==> src/rtl/video_stream_gen.sv <==
// Multi-pixel video test-pattern transmitter: PX_PER_CLK pixels per clock with line/frame
// markers, programmable horizontal/vertical blanking and four selectable patterns.
module video_stream_gen #(
    parameter int unsigned PX_WIDTH      = 12,
    parameter int unsigned PX_PER_CLK    = 4,
    parameter int unsigned MAX_LINE_SIZE = 4112,
    parameter int unsigned MAX_LINES     = 4096
) (
    input  logic                                 clk_i,
    input  logic                                 rst_n_i,
    input  logic                                 en_i,
    input  logic [$clog2(MAX_LINE_SIZE+1)-1:0]   line_size_i,
    input  logic [$clog2(MAX_LINES+1)-1:0]       lines_i,
    input  logic [15:0]                          hblank_i,
    input  logic [15:0]                          vblank_i,
    input  logic [1:0]                           pattern_i,
    input  logic [PX_WIDTH-1:0]                  solid_i,
    output logic [PX_PER_CLK*PX_WIDTH-1:0]       px_data_o,
    output logic [PX_PER_CLK-1:0]                px_data_val_o,
    output logic                                 line_start_o,
    output logic                                 line_end_o,
    output logic                                 frame_start_o,
    output logic                                 frame_end_o,
    output logic                                 busy_o
);

    localparam int unsigned LS_W = $clog2(MAX_LINE_SIZE + 1);
    localparam int unsigned LN_W = $clog2(MAX_LINES + 1);
    // Wide enough for x + PX_PER_CLK at the largest line without wrapping.
    localparam int unsigned XW   = $clog2(MAX_LINE_SIZE + PX_PER_CLK + 1);
    localparam int unsigned DW   = PX_PER_CLK * PX_WIDTH;

    typedef enum logic [1:0] {
        StIdle,
        StActive,
        StHblank,
        StVblank
    } state_e;

    state_e              r_state;
    state_e              w_state_d;
    logic [LS_W-1:0]     r_x;
    logic [LS_W-1:0]     w_x_d;
    logic [LN_W-1:0]     r_y;
    logic [LN_W-1:0]     w_y_d;
    logic [15:0]         r_cnt;
    logic [15:0]         w_cnt_d;

    logic [LS_W-1:0]     r_line_size;
    logic [LN_W-1:0]     r_lines;
    logic [15:0]         r_hblank;
    logic [15:0]         r_vblank;
    logic [1:0]          r_pattern;
    logic [PX_WIDTH-1:0] r_solid;

    logic                w_start_ok;
    logic                w_load;
    logic                w_emit;
    logic                w_restart;
    logic                w_last_word;
    logic                w_last_line;

    logic [LS_W-1:0]     w_ls;
    logic [LN_W-1:0]     w_lines;
    logic [1:0]          w_pat;
    logic [PX_WIDTH-1:0] w_solid;

    logic [XW-1:0]       w_px;
    logic [PX_WIDTH-1:0] w_pix;
    logic [DW-1:0]       w_px_data;
    logic [PX_PER_CLK-1:0] w_px_val;
    logic                w_line_start;
    logic                w_line_end;
    logic                w_frame_start;
    logic                w_frame_end;

    logic [DW-1:0]       r_px_data;
    logic [PX_PER_CLK-1:0] r_px_val;
    logic                r_line_start;
    logic                r_line_end;
    logic                r_frame_start;
    logic                r_frame_end;
    logic                r_busy;

    assign w_start_ok  = en_i && (line_size_i != '0) && (lines_i != '0);
    assign w_last_word = (XW'(r_x) + XW'(PX_PER_CLK)) >= XW'(r_line_size);
    assign w_last_line = (r_y == r_lines - LN_W'(1));

    // Next-state logic; counters describe the word that will be shown after the edge.
    always_comb begin
        w_state_d = r_state;
        w_x_d     = r_x;
        w_y_d     = r_y;
        w_cnt_d   = r_cnt;
        w_load    = 1'b0;
        w_emit    = 1'b0;
        w_restart = 1'b0;

        unique case (r_state)
            StIdle: begin
                w_restart = 1'b1;
            end
            StActive: begin
                if (!w_last_word) begin
                    w_x_d  = r_x + LS_W'(PX_PER_CLK);
                    w_emit = 1'b1;
                end else if (!w_last_line) begin
                    w_x_d = '0;
                    if (r_hblank == '0) begin
                        w_y_d  = r_y + LN_W'(1);
                        w_emit = 1'b1;
                    end else begin
                        w_state_d = StHblank;
                        w_cnt_d   = r_hblank - 16'd1;
                    end
                end else if (r_vblank == '0) begin
                    w_restart = 1'b1;
                end else begin
                    w_state_d = StVblank;
                    w_x_d     = '0;
                    w_cnt_d   = r_vblank - 16'd1;
                end
            end
            StHblank: begin
                if (r_cnt == '0) begin
                    w_state_d = StActive;
                    w_y_d     = r_y + LN_W'(1);
                    w_emit    = 1'b1;
                end else begin
                    w_cnt_d = r_cnt - 16'd1;
                end
            end
            StVblank: begin
                if (r_cnt == '0) begin
                    w_restart = 1'b1;
                end else begin
                    w_cnt_d = r_cnt - 16'd1;
                end
            end
            default: begin
                w_state_d = StIdle;
            end
        endcase

        // Frame boundary: either start a fresh frame with newly latched config or park.
        if (w_restart) begin
            w_x_d   = '0;
            w_y_d   = '0;
            w_cnt_d = '0;
            if (w_start_ok) begin
                w_state_d = StActive;
                w_load    = 1'b1;
                w_emit    = 1'b1;
            end else begin
                w_state_d = StIdle;
            end
        end
    end

    // The first word of a frame must already use the configuration being latched.
    assign w_ls    = w_load ? line_size_i : r_line_size;
    assign w_lines = w_load ? lines_i     : r_lines;
    assign w_pat   = w_load ? pattern_i   : r_pattern;
    assign w_solid = w_load ? solid_i     : r_solid;

    always_comb begin
        w_px      = '0;
        w_pix     = '0;
        w_px_data = '0;
        w_px_val  = '0;
        for (int i = 0; i < int'(PX_PER_CLK); i++) begin
            w_px = XW'(w_x_d) + XW'(i);
            unique case (w_pat)
                2'd0:    w_pix = PX_WIDTH'(w_px);
                2'd1:    w_pix = PX_WIDTH'(w_y_d);
                2'd2:    w_pix = w_solid;
                default: w_pix = (w_px[3] ^ w_y_d[3]) ? '1 : '0;
            endcase
            if (w_emit && (w_px < XW'(w_ls))) begin
                w_px_val[i]                       = 1'b1;
                w_px_data[i*PX_WIDTH +: PX_WIDTH] = w_pix;
            end
        end
    end

    assign w_line_start  = w_emit && (w_x_d == '0);
    assign w_line_end    = w_emit && ((XW'(w_x_d) + XW'(PX_PER_CLK)) >= XW'(w_ls));
    assign w_frame_start = w_line_start && (w_y_d == '0);
    assign w_frame_end   = w_line_end && (w_y_d == w_lines - LN_W'(1));

    always_ff @(posedge clk_i or negedge rst_n_i) begin
        if (!rst_n_i) begin
            r_state     <= StIdle;
            r_x         <= '0;
            r_y         <= '0;
            r_cnt       <= '0;
            r_line_size <= '0;
            r_lines     <= '0;
            r_hblank    <= '0;
            r_vblank    <= '0;
            r_pattern   <= '0;
            r_solid     <= '0;
        end else begin
            r_state <= w_state_d;
            r_x     <= w_x_d;
            r_y     <= w_y_d;
            r_cnt   <= w_cnt_d;
            if (w_load) begin
                r_line_size <= line_size_i;
                r_lines     <= lines_i;
                r_hblank    <= hblank_i;
                r_vblank    <= vblank_i;
                r_pattern   <= pattern_i;
                r_solid     <= solid_i;
            end
        end
    end

    always_ff @(posedge clk_i or negedge rst_n_i) begin
        if (!rst_n_i) begin
            r_px_data     <= '0;
            r_px_val      <= '0;
            r_line_start  <= 1'b0;
            r_line_end    <= 1'b0;
            r_frame_start <= 1'b0;
            r_frame_end   <= 1'b0;
            r_busy        <= 1'b0;
        end else begin
            r_px_data     <= w_px_data;
            r_px_val      <= w_px_val;
            r_line_start  <= w_line_start;
            r_line_end    <= w_line_end;
            r_frame_start <= w_frame_start;
            r_frame_end   <= w_frame_end;
            r_busy        <= (w_state_d != StIdle);
        end
    end

    assign px_data_o     = r_px_data;
    assign px_data_val_o = r_px_val;
    assign line_start_o  = r_line_start;
    assign line_end_o    = r_line_end;
    assign frame_start_o = r_frame_start;
    assign frame_end_o   = r_frame_end;
    assign busy_o        = r_busy;

endmodule

==> config.mk <==
export PLATFORM = sky130hd
export DESIGN_NAME = video_stream_gen
export DESIGN_NICKNAME = d
export VERILOG_FILES = /design/src/rtl/video_stream_gen.sv
export SDC_FILE = /design/constraint.sdc
export NUM_CORES = 1
export LEC_CHECK = 0
export CELL_PAD_IN_SITES_DETAIL_PLACEMENT = 1
export CELL_PAD_IN_SITES_GLOBAL_PLACEMENT = 1
export CORE_AREA = 3 3 165 167
export CTS_CLUSTER_SIZE = 20
export DETAILED_ROUTE_END_ITERATION = 10
export DIE_AREA = 0 0 168 170
export PLACE_DENSITY_LB_ADDON = 0.08
export SETUP_SLACK_MARGIN = 0.05
export SKIP_CTS_REPAIR_TIMING = 1
export SLEW_MARGIN = 20
export SYNTH_ARGS = -nofsm -noshare
export SYNTH_HDL_FRONTEND = slang
export SYNTH_SLANG_ARGS = --single-unit
==> constraint.sdc <==
create_clock -name clk_i -period 8.9 [get_ports clk_i]
set_clock_uncertainty 0.15 [all_clocks]
set_input_delay 0.89 -clock clk_i [delete_from_list [all_inputs] [get_ports clk_i]]
set_output_delay 0.89 -clock clk_i [all_outputs]
set_load 0.05 [all_outputs]
==> results of run 1 <==
-- cells in the mapped netlist, types with 5 or more instances --
| cell | number |
|---|---|
| dfrtp_1 | 173 |
| mux2_2 | 58 |
| ha_1 | 89 |
| a21oi_1 | 72 |
| mux2i_1 | 31 |
| nor4_2 | 5 |
| nor4_1 | 29 |
| and3_1 | 15 |
| or3_1 | 17 |
| a22oi_1 | 7 |
| o21ai_1 | 10 |
| o21ai_0 | 51 |
| o21a_1 | 26 |
| xor2_1 | 27 |
| or4_1 | 5 |
| a21o_1 | 15 |
| nor2b_1 | 6 |
| a211oi_1 | 23 |
| inv_1 | 68 |
| nor3_1 | 30 |
| buf_2 | 18 |
| nor2_1 | 84 |
| a31oi_1 | 19 |
| nand3_1 | 34 |
| nor3_2 | 7 |
| nand4_1 | 37 |
| o31ai_1 | 21 |
| o211ai_1 | 5 |
| nand2_1 | 129 |
| clkbuf_1 | 44 |
| nand2b_1 | 5 |
| a21oi_2 | 8 |
| xnor2_1 | 75 |
| buf_1 | 7 |
-- where the power goes --
part	total, mW	internal [mW]	switching, mW
registers	1.08	0.942	0.134
clock network	0.814	0.412	0.402
logic	1.33	0.468	0.863
total	3.22	1.82	1.40
-- metal layers --
layer / part of all wire / track usage
met2: 0.51 / 0.5464
met4: 0.034 / 0.1032
met3: 0.048 / 0.05203
met1: 0.40 / 0.3747
met5: 0.00068 / 0.01003
-- final timing paths --
check                                 from             to  slack [ps]
max in group asynchronous          rst_n_i         r_y[0]        7100
min in group clk_i              r_solid[3]     r_solid[3]         340
worst max register to register  r_lines[0]  px_data_o[31]        1180
worst max-delay path            r_lines[0]  px_data_o[31]        1180
worst min-delay path               rst_n_i     r_lines[4]         250
worst min register to register  r_solid[3]     r_solid[3]         340
-- per-stage QoR --
step	total power, mW	instances
after floorplan	1.933	1349
after global placement	2.368	1762
after detailed placement	2.404	1762
after CTS	3.221	1794
after global routing	3.376	1794
final	3.221	1794
-- flip-flops by register name (all words and copies together), names as in the netlist, 2 cells and up --
| signal | cells |
|---|---|
| px_data_o | 48 |
| r_cnt | 16 |
| r_hblank | 16 |
| r_vblank | 16 |
| r_line_size | 13 |
| r_lines | 13 |
| r_x | 13 |
| r_y | 13 |
| r_solid | 12 |
| px_data_val_o | 4 |
| r_pattern | 2 |
| r_state | 2 |
-- worst max-delay path: stages, from the launching register on --
cell      delay, ps
dfrtp_1         460
inv_1            90
ha_1            270
or4b_4          530
nor4_2          410
o311a_1         710
nand4_1         220
buf_4           250
o21ai_0         410
o21ai_0         220
nand2b_1        260
inv_1           280
ha_1            320
nand4_1         260
o21ai_0         550
ha_1            340
o21a_1          100
o21a_1          160
o21a_1          180
o21a_1          190
o21a_1          180
o211ai_1        180
nand4_1         550
a21oi_1         330
-- cell type report --
class,instances,area (sq um),share of cell area
Timing Repair Buffer,150,1455,0.09970
Clock buffer,17,425.4,0.02915
Tap cell,335,419.2,0.02872
Clock inverter,15,210.2,0.01440
Multi-Input combinational cell,1030,7477,0.5123
Sequential cell,173,4329,0.2966
Inverter,74,279.0,0.01912
-- logic make-up after synthesis --
kind of cell,Yosys count,share of synthesized area
muxes,90,0.07966
AOI/OAI and AO/OA,312,0.1742
buffers and inverters,146,0.04772
xor gates and xnor gates,104,0.07592
and+or+nand+nor,435,0.1828
DFF,173,0.3498
adders and majority gates,89,0.08997
==> flow_summary.ini, run 1 <==
[outcome]
status = finished clean

[sta]
fin_crit_sh = 0.8675
fmax_mhz = 129.5
worst_pin_slew_ps = 1088
fin_ws_ps = 1179
setup-violations-final = 0
rsz0062_at_grt = no
hold_viol_final = 0
fin_crit_ps = 7721
final_max_slew_viol_count = 0
timing.hold.ws_ps = 249.4
relSlewSlack = 0.2716
setup_tns_ps = 0

[clock_network]
cts_made_buffers = 17
cts_tree = yes
clkTransAtPathRegs_ps = 80
cts.sinks = 173
clk_latency_ps = 450
clock_path_buffers = 2
clockRootBuffer = clkbuf_16
cts.htree.levels = 4

[yosys]
synth_cell_types = 92
synth_edf_count = 0
yosys.area.top_type = dfrtp_1
ys.flop_type = dfrtp_1
ys_seq_area_frac = 0.3498
synth.avg_cell_area_sq_um = 9.175
netlist_area_sq_mm = 0.01238
syn_inst = 1349
ys_warn_count = 0
synth.area.top_cells = dfrtp_1, ha_1, xnor2_1
syn_nets = 1513
yosysTopAreaCellShare = 0.3498
synth-seq-cells = 173
async_flop_share = 1.000

[routing]
routedWlPerCell_microns = 24.60
drc = 0
drt-total-wl_microns = 44130
postRouteAntennaNets = 0
drt_iter0_drc = 921
first_pass_iters = 5
vias_per_cell = 6.223
num_vias = 11164

[finish]
final_common_cell = dfrtp_1
fillers = 2944
fin_nets = 1610
layout_common_cells = dfrtp_1, clkdlybuf4s50_1, nand2_1, ha_1, nor2_1
design_area_sq_mm = 0.01460
syn_to_final_growth_pct = 17.92
final_core_util = 0.5633
antenna_cells = 0
drive_above_1_share = 0.1117

[grt]
overflow = 0
globalRouteTotalUtil = 0.3058
grt_max_degree = 79
grt_pass1_wl_microns = 68080
grt_pass1_vias = 11666
antenna_found_initial = 1

[placed_design]
post-dp-hpwl_microns = 33920
gp_congestion = 0.9601
portBuffers = 131
post-place-ws_ps = 1343
place_area_sq_mm = 0.01396

[floorplanning]
dieArea_sq_mm = 0.02856
boundaryPins = 132
start_util = 0.4777
die_w_microns = 168
chipHeight_microns = 170
core_area_sq_mm = 0.02591
num_rows = 59

[critical_path]
end_kind = flop
crit_type = flop to flop
start_kind = flop
worst_r2r_path_depth = 23
cp_max_fo = 16
worstPathRequired_ps = 9100
worstPathArrival_ps = 7920

[power]
cellLeakagePower_nw = 6.260
p_per_area_mw_per_mm2 = 220.7
ir_worst_vdd_v = 0.0001280

[hold_path]
holdCritPathClass = input pin to async pin

[flow_run]
cap_violations = 0
Power figures use the tool's default switching activity.
==> run 2: changes to the inputs <==
==> constraint.sdc (replaced) <==
create_clock -name clk_i -period 8.9 [get_ports clk_i]
set_clock_uncertainty 0.15 [all_clocks]
set_input_delay 0.89 -clock clk_i [delete_from_list [all_inputs] [get_ports clk_i]]
set_output_delay 0.89 -clock clk_i [all_outputs]
set_load 0.01 [all_outputs]
==> results of run 2 <==
Same layout as run 1 (identical final DEF). Status: finished clean.
Among the figures that moved: total power 3.221 mW -> 3.047 mW; worst IR drop on VDD 0.0001280 V -> 0.0001119 V
